===== src/rtl/square_pkg.sv =====
// Shared definitions for the square sprite controllers: FSM states, register
// indices, default screen geometry and the origin clamp used on writes.
package square_pkg;

  typedef enum logic [1:0] {
    IDLE = 2'd0,
    RUN  = 2'd1,
    STEP = 2'd2
  } state_t;

  localparam logic [2:0] REG_CTRL = 3'd0;
  localparam logic [2:0] REG_X0   = 3'd1;
  localparam logic [2:0] REG_Y0   = 3'd2;
  localparam logic [2:0] REG_DX   = 3'd3;
  localparam logic [2:0] REG_DY   = 3'd4;
  localparam logic [2:0] REG_DIV  = 3'd5;
  localparam logic [2:0] REG_BCNT = 3'd6;

  localparam int H_MAX_DEF = 640;
  localparam int V_MAX_DEF = 480;
  localparam int SIZE_DEF  = 16;
  localparam int VW_DEF    = 4;
  localparam int COORD_W   = 11;

  // Software writes a signed 32-bit origin; keep it fully on screen.
  function automatic logic [COORD_W-1:0] clamp_origin(input logic [31:0] data,
                                                      input int lim);
    if ($signed(data) < 0)        return '0;
    else if ($signed(data) > lim) return COORD_W'(lim);
    else                          return data[COORD_W-1:0];
  endfunction

endpackage


===== src/rtl/frame_tick_gen.sv =====
// Frame-start detector shared by sprite controllers: pulses for one cycle
// when the scan steps from x=0 to x=1 on line 0.
module frame_tick_gen
  import square_pkg::*;
(
  input  logic               clk,
  input  logic               reset_n,
  input  logic [COORD_W-1:0] x,
  input  logic [COORD_W-1:0] y,
  output logic               frame_tick
);

  logic [COORD_W-1:0] x_d1;

  // Previous scan column, used to see the 0 -> 1 step.
  // NOTE: sequential state is assigned with <= so every flop samples pre-edge values.
  always_ff @(posedge clk) begin
    if (!reset_n) x_d1 <= '0;
    else          x_d1 <= x;
  end

  assign frame_tick = (x_d1 == '0) && (x == COORD_W'(1)) && (y == '0);

endmodule


===== src/rtl/square_motion_ctrl.sv =====
// Square sprite motion controller: owns the sprite origin, moves it by a
// signed per-frame velocity, bounces off the screen edges and exposes a small
// register port. The origin only changes on the frame-start tick.
module square_motion_ctrl
  import square_pkg::*;
#(
  parameter int H_MAX = H_MAX_DEF,
  parameter int V_MAX = V_MAX_DEF,
  parameter int SIZE  = SIZE_DEF,
  parameter int VW    = VW_DEF
) (
  input  logic               clk,
  input  logic               reset_n,
  input  logic [COORD_W-1:0] x,
  input  logic [COORD_W-1:0] y,
  input  logic               wr_en,
  input  logic [2:0]         wr_addr,
  input  logic [31:0]        wr_data,
  input  logic [2:0]         rd_addr,
  output logic [31:0]        rd_data,
  output logic [COORD_W-1:0] x0,
  output logic [COORD_W-1:0] y0,
  output logic               frame_tick,
  output logic               hit
);

  localparam int X_MAX = H_MAX - SIZE;
  localparam int Y_MAX = V_MAX - SIZE;
  localparam logic signed [COORD_W:0] X_LIM = (COORD_W+1)'(X_MAX);
  localparam logic signed [COORD_W:0] Y_LIM = (COORD_W+1)'(Y_MAX);

  state_t                    state, state_nxt;
  logic                      run;
  logic signed [VW-1:0]      dx, dy;
  logic [7:0]                div, fcnt;
  logic [COORD_W-1:0]        pend_x, pend_y;
  logic                      pend_x_vld, pend_y_vld, pend_vld;
  logic [15:0]               bounce_cnt;
  logic                      step_req, move_en, fcnt_adv;
  logic signed [COORD_W:0]   nx, ny;
  logic [COORD_W-1:0]        mx, my;
  logic                      bx, by;

  // The most negative velocity has no positive twin; reflect it to the largest positive one.
  function automatic logic signed [VW-1:0] sat_neg(input logic signed [VW-1:0] v);
    if (v == {1'b1, {(VW-1){1'b0}}}) return {1'b0, {(VW-1){1'b1}}};
    return -v;
  endfunction

  frame_tick_gen u_tick (
    .clk        (clk),
    .reset_n    (reset_n),
    .x          (x),
    .y          (y),
    .frame_tick (frame_tick)
  );

  assign pend_vld = pend_x_vld | pend_y_vld;
  assign step_req = wr_en && (wr_addr == REG_CTRL) && wr_data[1];

  // FSM state register.
  always_ff @(posedge clk) begin
    if (!reset_n) state <= IDLE;
    else          state <= state_nxt;
  end

  // FSM next state: stopping and single steps resolve on the frame tick.
  // NOTE: every always_comb output gets a default first so no latch is inferred.
  always_comb begin
    state_nxt = state;
    case (state)
      IDLE: begin
        if (run)           state_nxt = RUN;
        else if (step_req) state_nxt = STEP;
      end
      RUN:     if (frame_tick && !run)      state_nxt = IDLE;
      STEP:    if (frame_tick && !pend_vld) state_nxt = IDLE;
      default: state_nxt = IDLE;
    endcase
  end

  // FSM outputs: a pending origin load consumes the tick, so no move and no count.
  always_comb begin
    fcnt_adv = 1'b0;
    move_en  = 1'b0;
    case (state)
      RUN: begin
        fcnt_adv = frame_tick && run && !pend_vld;
        move_en  = fcnt_adv && (fcnt == div);
      end
      STEP:    move_en = frame_tick && !pend_vld;
      default: ;
    endcase
  end

  // Frame divider: counts ticks in RUN, restarts whenever RUN is re-entered.
  always_ff @(posedge clk) begin
    if (!reset_n)           fcnt <= '0;
    else if (state != RUN)  fcnt <= '0;
    else if (fcnt_adv)      fcnt <= (fcnt == div) ? 8'd0 : fcnt + 8'd1;
  end

  // Axis datapaths: candidate origin in one extra signed bit, clipped to the edges.
  always_comb begin
    nx = $signed({1'b0, x0}) + $signed({{(COORD_W+1-VW){dx[VW-1]}}, dx});
    ny = $signed({1'b0, y0}) + $signed({{(COORD_W+1-VW){dy[VW-1]}}, dy});
    mx = nx[COORD_W-1:0];
    my = ny[COORD_W-1:0];
    bx = 1'b0;
    by = 1'b0;
    if (nx < 0) begin
      mx = '0;
      bx = 1'b1;
    end else if (nx > X_LIM) begin
      mx = X_LIM[COORD_W-1:0];
      bx = 1'b1;
    end
    if (ny < 0) begin
      my = '0;
      by = 1'b1;
    end else if (ny > Y_LIM) begin
      my = Y_LIM[COORD_W-1:0];
      by = 1'b1;
    end
  end

  // Origin, velocity and register file updates.
  always_ff @(posedge clk) begin
    if (!reset_n) begin
      x0         <= '0;
      y0         <= '0;
      dx         <= VW'(1);
      dy         <= VW'(1);
      div        <= '0;
      run        <= 1'b0;
      pend_x     <= '0;
      pend_y     <= '0;
      pend_x_vld <= 1'b0;
      pend_y_vld <= 1'b0;
      hit        <= 1'b0;
      bounce_cnt <= '0;
    end else begin
      hit <= 1'b0;
      if (frame_tick) begin
        if (pend_vld) begin
          if (pend_x_vld) x0 <= pend_x;
          if (pend_y_vld) y0 <= pend_y;
          pend_x_vld <= 1'b0;
          pend_y_vld <= 1'b0;
        end else if (move_en) begin
          x0 <= mx;
          y0 <= my;
          if (bx) dx <= sat_neg(dx);
          if (by) dy <= sat_neg(dy);
          if (bx || by) begin
            hit <= 1'b1;
            if (bounce_cnt != 16'hFFFF) bounce_cnt <= bounce_cnt + 16'd1;
          end
        end
      end
      // NOTE: register writes come last so they override the tick updates above
      // (a tick-cycle write stays pending; a software velocity beats a bounce flip).
      if (wr_en) begin
        case (wr_addr)
          REG_CTRL: run <= wr_data[0];
          REG_X0: begin
            pend_x     <= clamp_origin(wr_data, X_MAX);
            pend_x_vld <= 1'b1;
          end
          REG_Y0: begin
            pend_y     <= clamp_origin(wr_data, Y_MAX);
            pend_y_vld <= 1'b1;
          end
          REG_DX:  dx  <= wr_data[VW-1:0];
          REG_DY:  dy  <= wr_data[VW-1:0];
          REG_DIV: div <= wr_data[7:0];
          default: ;
        endcase
      end
    end
  end

  // Combinational register read.
  always_comb begin
    rd_data = '0;
    case (rd_addr)
      REG_CTRL: rd_data = {29'd0, state, run};
      REG_X0:   rd_data = {{(32-COORD_W){1'b0}}, x0};
      REG_Y0:   rd_data = {{(32-COORD_W){1'b0}}, y0};
      REG_BCNT: rd_data = {16'd0, bounce_cnt};
      default:  rd_data = '0;
    endcase
  end

endmodule

===== config.mk =====
export PLATFORM = sky130hd
export DESIGN_NAME = square_motion_ctrl
export DESIGN_NICKNAME = d
export VERILOG_FILES = /design/src/rtl/square_pkg.sv /design/src/rtl/frame_tick_gen.sv /design/src/rtl/square_motion_ctrl.sv
export SDC_FILE = /design/constraint.sdc
export NUM_CORES = 1
export LEC_CHECK = 0
export ABC_AREA = 1
export ABC_CLOCK_PERIOD_IN_PS = 2600
export BUFFER_PORTS_ARGS = -buffer_cell sky130_fd_sc_hd__buf_2
export CORE_MARGIN = 3
export CORE_UTILIZATION = 25
export DETAILED_ROUTE_END_ITERATION = 16
export SLEW_MARGIN = 10
export SYNTH_ARGS = -nofsm -noshare
export SYNTH_HDL_FRONTEND = slang
export SYNTH_SLANG_ARGS = --single-unit

===== constraint.sdc =====
create_clock -name clk -period 2.6 [get_ports clk]
set_input_delay 0.52 -clock clk [delete_from_list [all_inputs] [get_ports clk]]
set_output_delay 0.52 -clock clk [all_outputs]
set_load 0.05 [all_outputs]

==> flow_summary.yaml <==
power_and_ir_drop:
  p_leak_uw: 0.004102
  p_int_uw: 2400
  swShare_pct: 29.01
  p_per_area_nw_per_um2: 386.8
  ir_drop_mv: 0.2573
  p_total_uw: 3381
  p_sw_uw: 980.6
  clockPowerShare_pct: 38.6
  power_frac_comb_pct: 14.3
  power_frac_seq_pct: 47.1
routing:
  wl_per_cell_um: 13.61
  drc: 0
  vias: 7320
  dr.first_iter.drc_count: 371
  antenna_left: 0
  via_per_inst: 4.589
  dr.pass1.iters: 5
  drt_wl_total_um: 21710
floorplanning:
  core_area_um2: 27330
  fp.dieH_um: 173.8
  io_pins: 119
  fp.dieArea_um2: 30190
  initial_core_util_pct: 25.75
  placementRows: 60
  die_w_um: 173.8
cells_and_area:
  syn2layout_area_growth_pct: 24.22
  n_antenna_cell: 0
  multi_input_comb_area_um2: 4414
  area.sequential_um2: 2041
  drive_above_1_share_pct: 22.49
  final_common_cell: "nand2_1"
  fill_cells: 3002
  final_cell_mix: "nand2_1 (235), inv_1 (159), buf_2 (102)"
  nets: 1312
  stdcell_count: 1595
setup_path:
  crit_type: "reg -> reg"
  critPathCaptureType: "flip-flop"
  cp-start-kind: "flip-flop"
  arrival_ns: 2.73
  critPathMaxFanout: 5
  required_ns: 2.84
global_route:
  grt_pass1_vias: 6830
  grt_max_degree: 27
  grt_first_pass_wirelength_um: 34430
  grt_usage_pct: 13.85
  grt_overflow: 0
  grt_util_met2_pct: 23.17
  grtUsageMet3_pct: 2.300
  antenna_found_initial: 0
  grtUsageMet1_pct: 18.15
  busiest_layer: "met2"
timing:
  fin_ws_ns: 0.1190
  fin_crit_sh_pct: 95.42
  skew_ns: 0.007618
  tns_ns: 0
  relSlewSlack_pct: 53.77
  finalHoldViolCount: 0
  finalCriticalPeriod_ns: 2.481
  fmax_ghz: 0.4031
  setup_violations: 0
  maxSlewViolCount: 0
  worstMarginPinSlew_ns: 0.6908
synth:
  syn-cell-area_um2: 7035
  ys.warnings.count: 0
  synthFlopType: "dfxtp_1"
  synth_edf_count: 0
  synth_cells: 1077
  avgSynthCellArea_um2: 6.532
  ys_types: 48
  seq_area_frac_synth_pct: 28.74
  async_flop_share_pct: 0
  ys_ff_latch: 101
placed_design:
  gp_congestion: 0.8978
  post-place-ws_ns: -0.008269
  hpwl_um: 17260
  place_inst: 1570
  portBuffers: 102
clock_network:
  cts_buffers: 9
  insertion_delay_ns: 0.36
  cts_tree: "done"
  root_buffer: "clkbuf_16"
  h-tree-depth: 3
  cts_num_sinks: 101
  clk_pin_slew_ns: 0.07
  cts_max_path_buffers: 2
worst_hold_path:
  hold_class: "in -> reg"
outcome:
  status: "complete, no violations"
flow_run:
  max-cap-violations: 0
[layer usage]
layer,share of wire (%),vias up
li1,-,3775
met1,46,3361
met2,47,158
met3,4.3,26
met4,2.2,0
met5,0,-
[power by group through the flow]
stage	clock network [uW]	logic, uW	registers (uW)
2_1_floorplan	0	322	1620
3_3_place_gp	0	450	1630
3_5_place_dp	0	454	1630
4_1_cts	1320	457	1590
5_1_grt	1400	541	1600
6_report	1300	485	1590
[worst max-delay path, stage by stage (launching register included)]
cell,delay [ns]
dfxtp_2,0.33
ha_2,0.18
inv_1,0.05
fa_2,0.35
inv_2,0.09
buf_4,0.11
nand3_1,0.10
nand4_1,0.10
nand2_2,0.09
nor2_4,0.19
nand2_4,0.08
nor2_4,0.13
nand4_4,0.19
buf_4,0.22
nand4_1,0.09
a21oi_2,0.06
[cells in the mapped netlist, types with 10 or more instances]
cell	instances	share of area (%)
a21oi_1	93	6.6
a21oi_2	10	1.2
buf_4	16	1.7
clkbuf_1	19	1.0
dfxtp_1	101	29
ha_1	29	5.2
inv_1	160	8.5
nand2_1	242	13
nand2_2	24	2.1
nand3_1	68	4.8
nand4_1	30	2.7
nor2_1	93	5.0
nor3_1	30	2.1
o211ai_1	15	1.6
o21ai_0	36	2.6
o21ai_1	20	1.4
xor2_1	20	2.5
[logic make-up after synthesis]
family                   Yosys count  share of synthesized area (%)
AND/OR/NAND/NOR                  521                          34.00
buffers and inverters            206                          12.36
AO/OA/AOI/OAI                    192                          15.53
flip-flops                       101                          28.74
adder cells (fa/ha/maj)           31                          5.727
XOR/XNOR                          25                          3.592
other                              1                        0.05330
[metrics by stage]
stage	hold WS (ns)	util (%)	instance area, um2
finish	0.3505	31.98	8740
global route	0.3685	31.98	8740
CTS	0.3457	30.89	8442
detailed placement	0.4390	29.87	8163
global placement	0.4373	29.87	8163
floorplan	0.4246	-	7096
[area by class of cell]
class / instances / share of cell area (%)
clock inverter: 5 / 0.5011
sequential: 101 / 23.35
tap: 372 / 5.326
timing repair buffer: 156 / 10.61
clock buffer: 11 / 2.663
multi-input combinational: 786 / 50.51
inverter: 164 / 7.044
[registers in the layout, indices dropped and copies added, names as in the netlist]
signal / cells
bounce_cnt: 16
div: 8
dx: 4
dy: 4
fcnt: 8
hit: 1
pend_x: 11
pend_x_vld: 1
pend_y: 11
pend_y_vld: 1
run: 1
state: 2
u_tick.x_d1: 11
x0: 11
y0: 11
[repair_timing]
item                       CTS  global route
pin swaps                    0            19
setup endpoints to repair    4            39
setup buffers                0             7
resized for setup            1            57
cloned                       0             2
hold buffers                 0             0
[path summary, 6_finish.rpt]
path | cells past startpoint | startpoint | slack, ns | end
max | 15 | y0[0]$_SDFFE_PN0P_ | 0.12 | bounce_cnt[3]$_SDFFE_PN0P_
min | 3 | x[5] | 0.35 | u_tick.x_d1[5]$_SDFF_PN0_
max reg2reg | 15 | y0[0]$_SDFFE_PN0P_ | 0.12 | bounce_cnt[3]$_SDFFE_PN0P_
min reg2reg | 2 | pend_y[9]$_SDFFE_PN0P_ | 0.45 | pend_y[9]$_SDFFE_PN0P_
No activity file was read; power rests on OpenSTA's default activity.
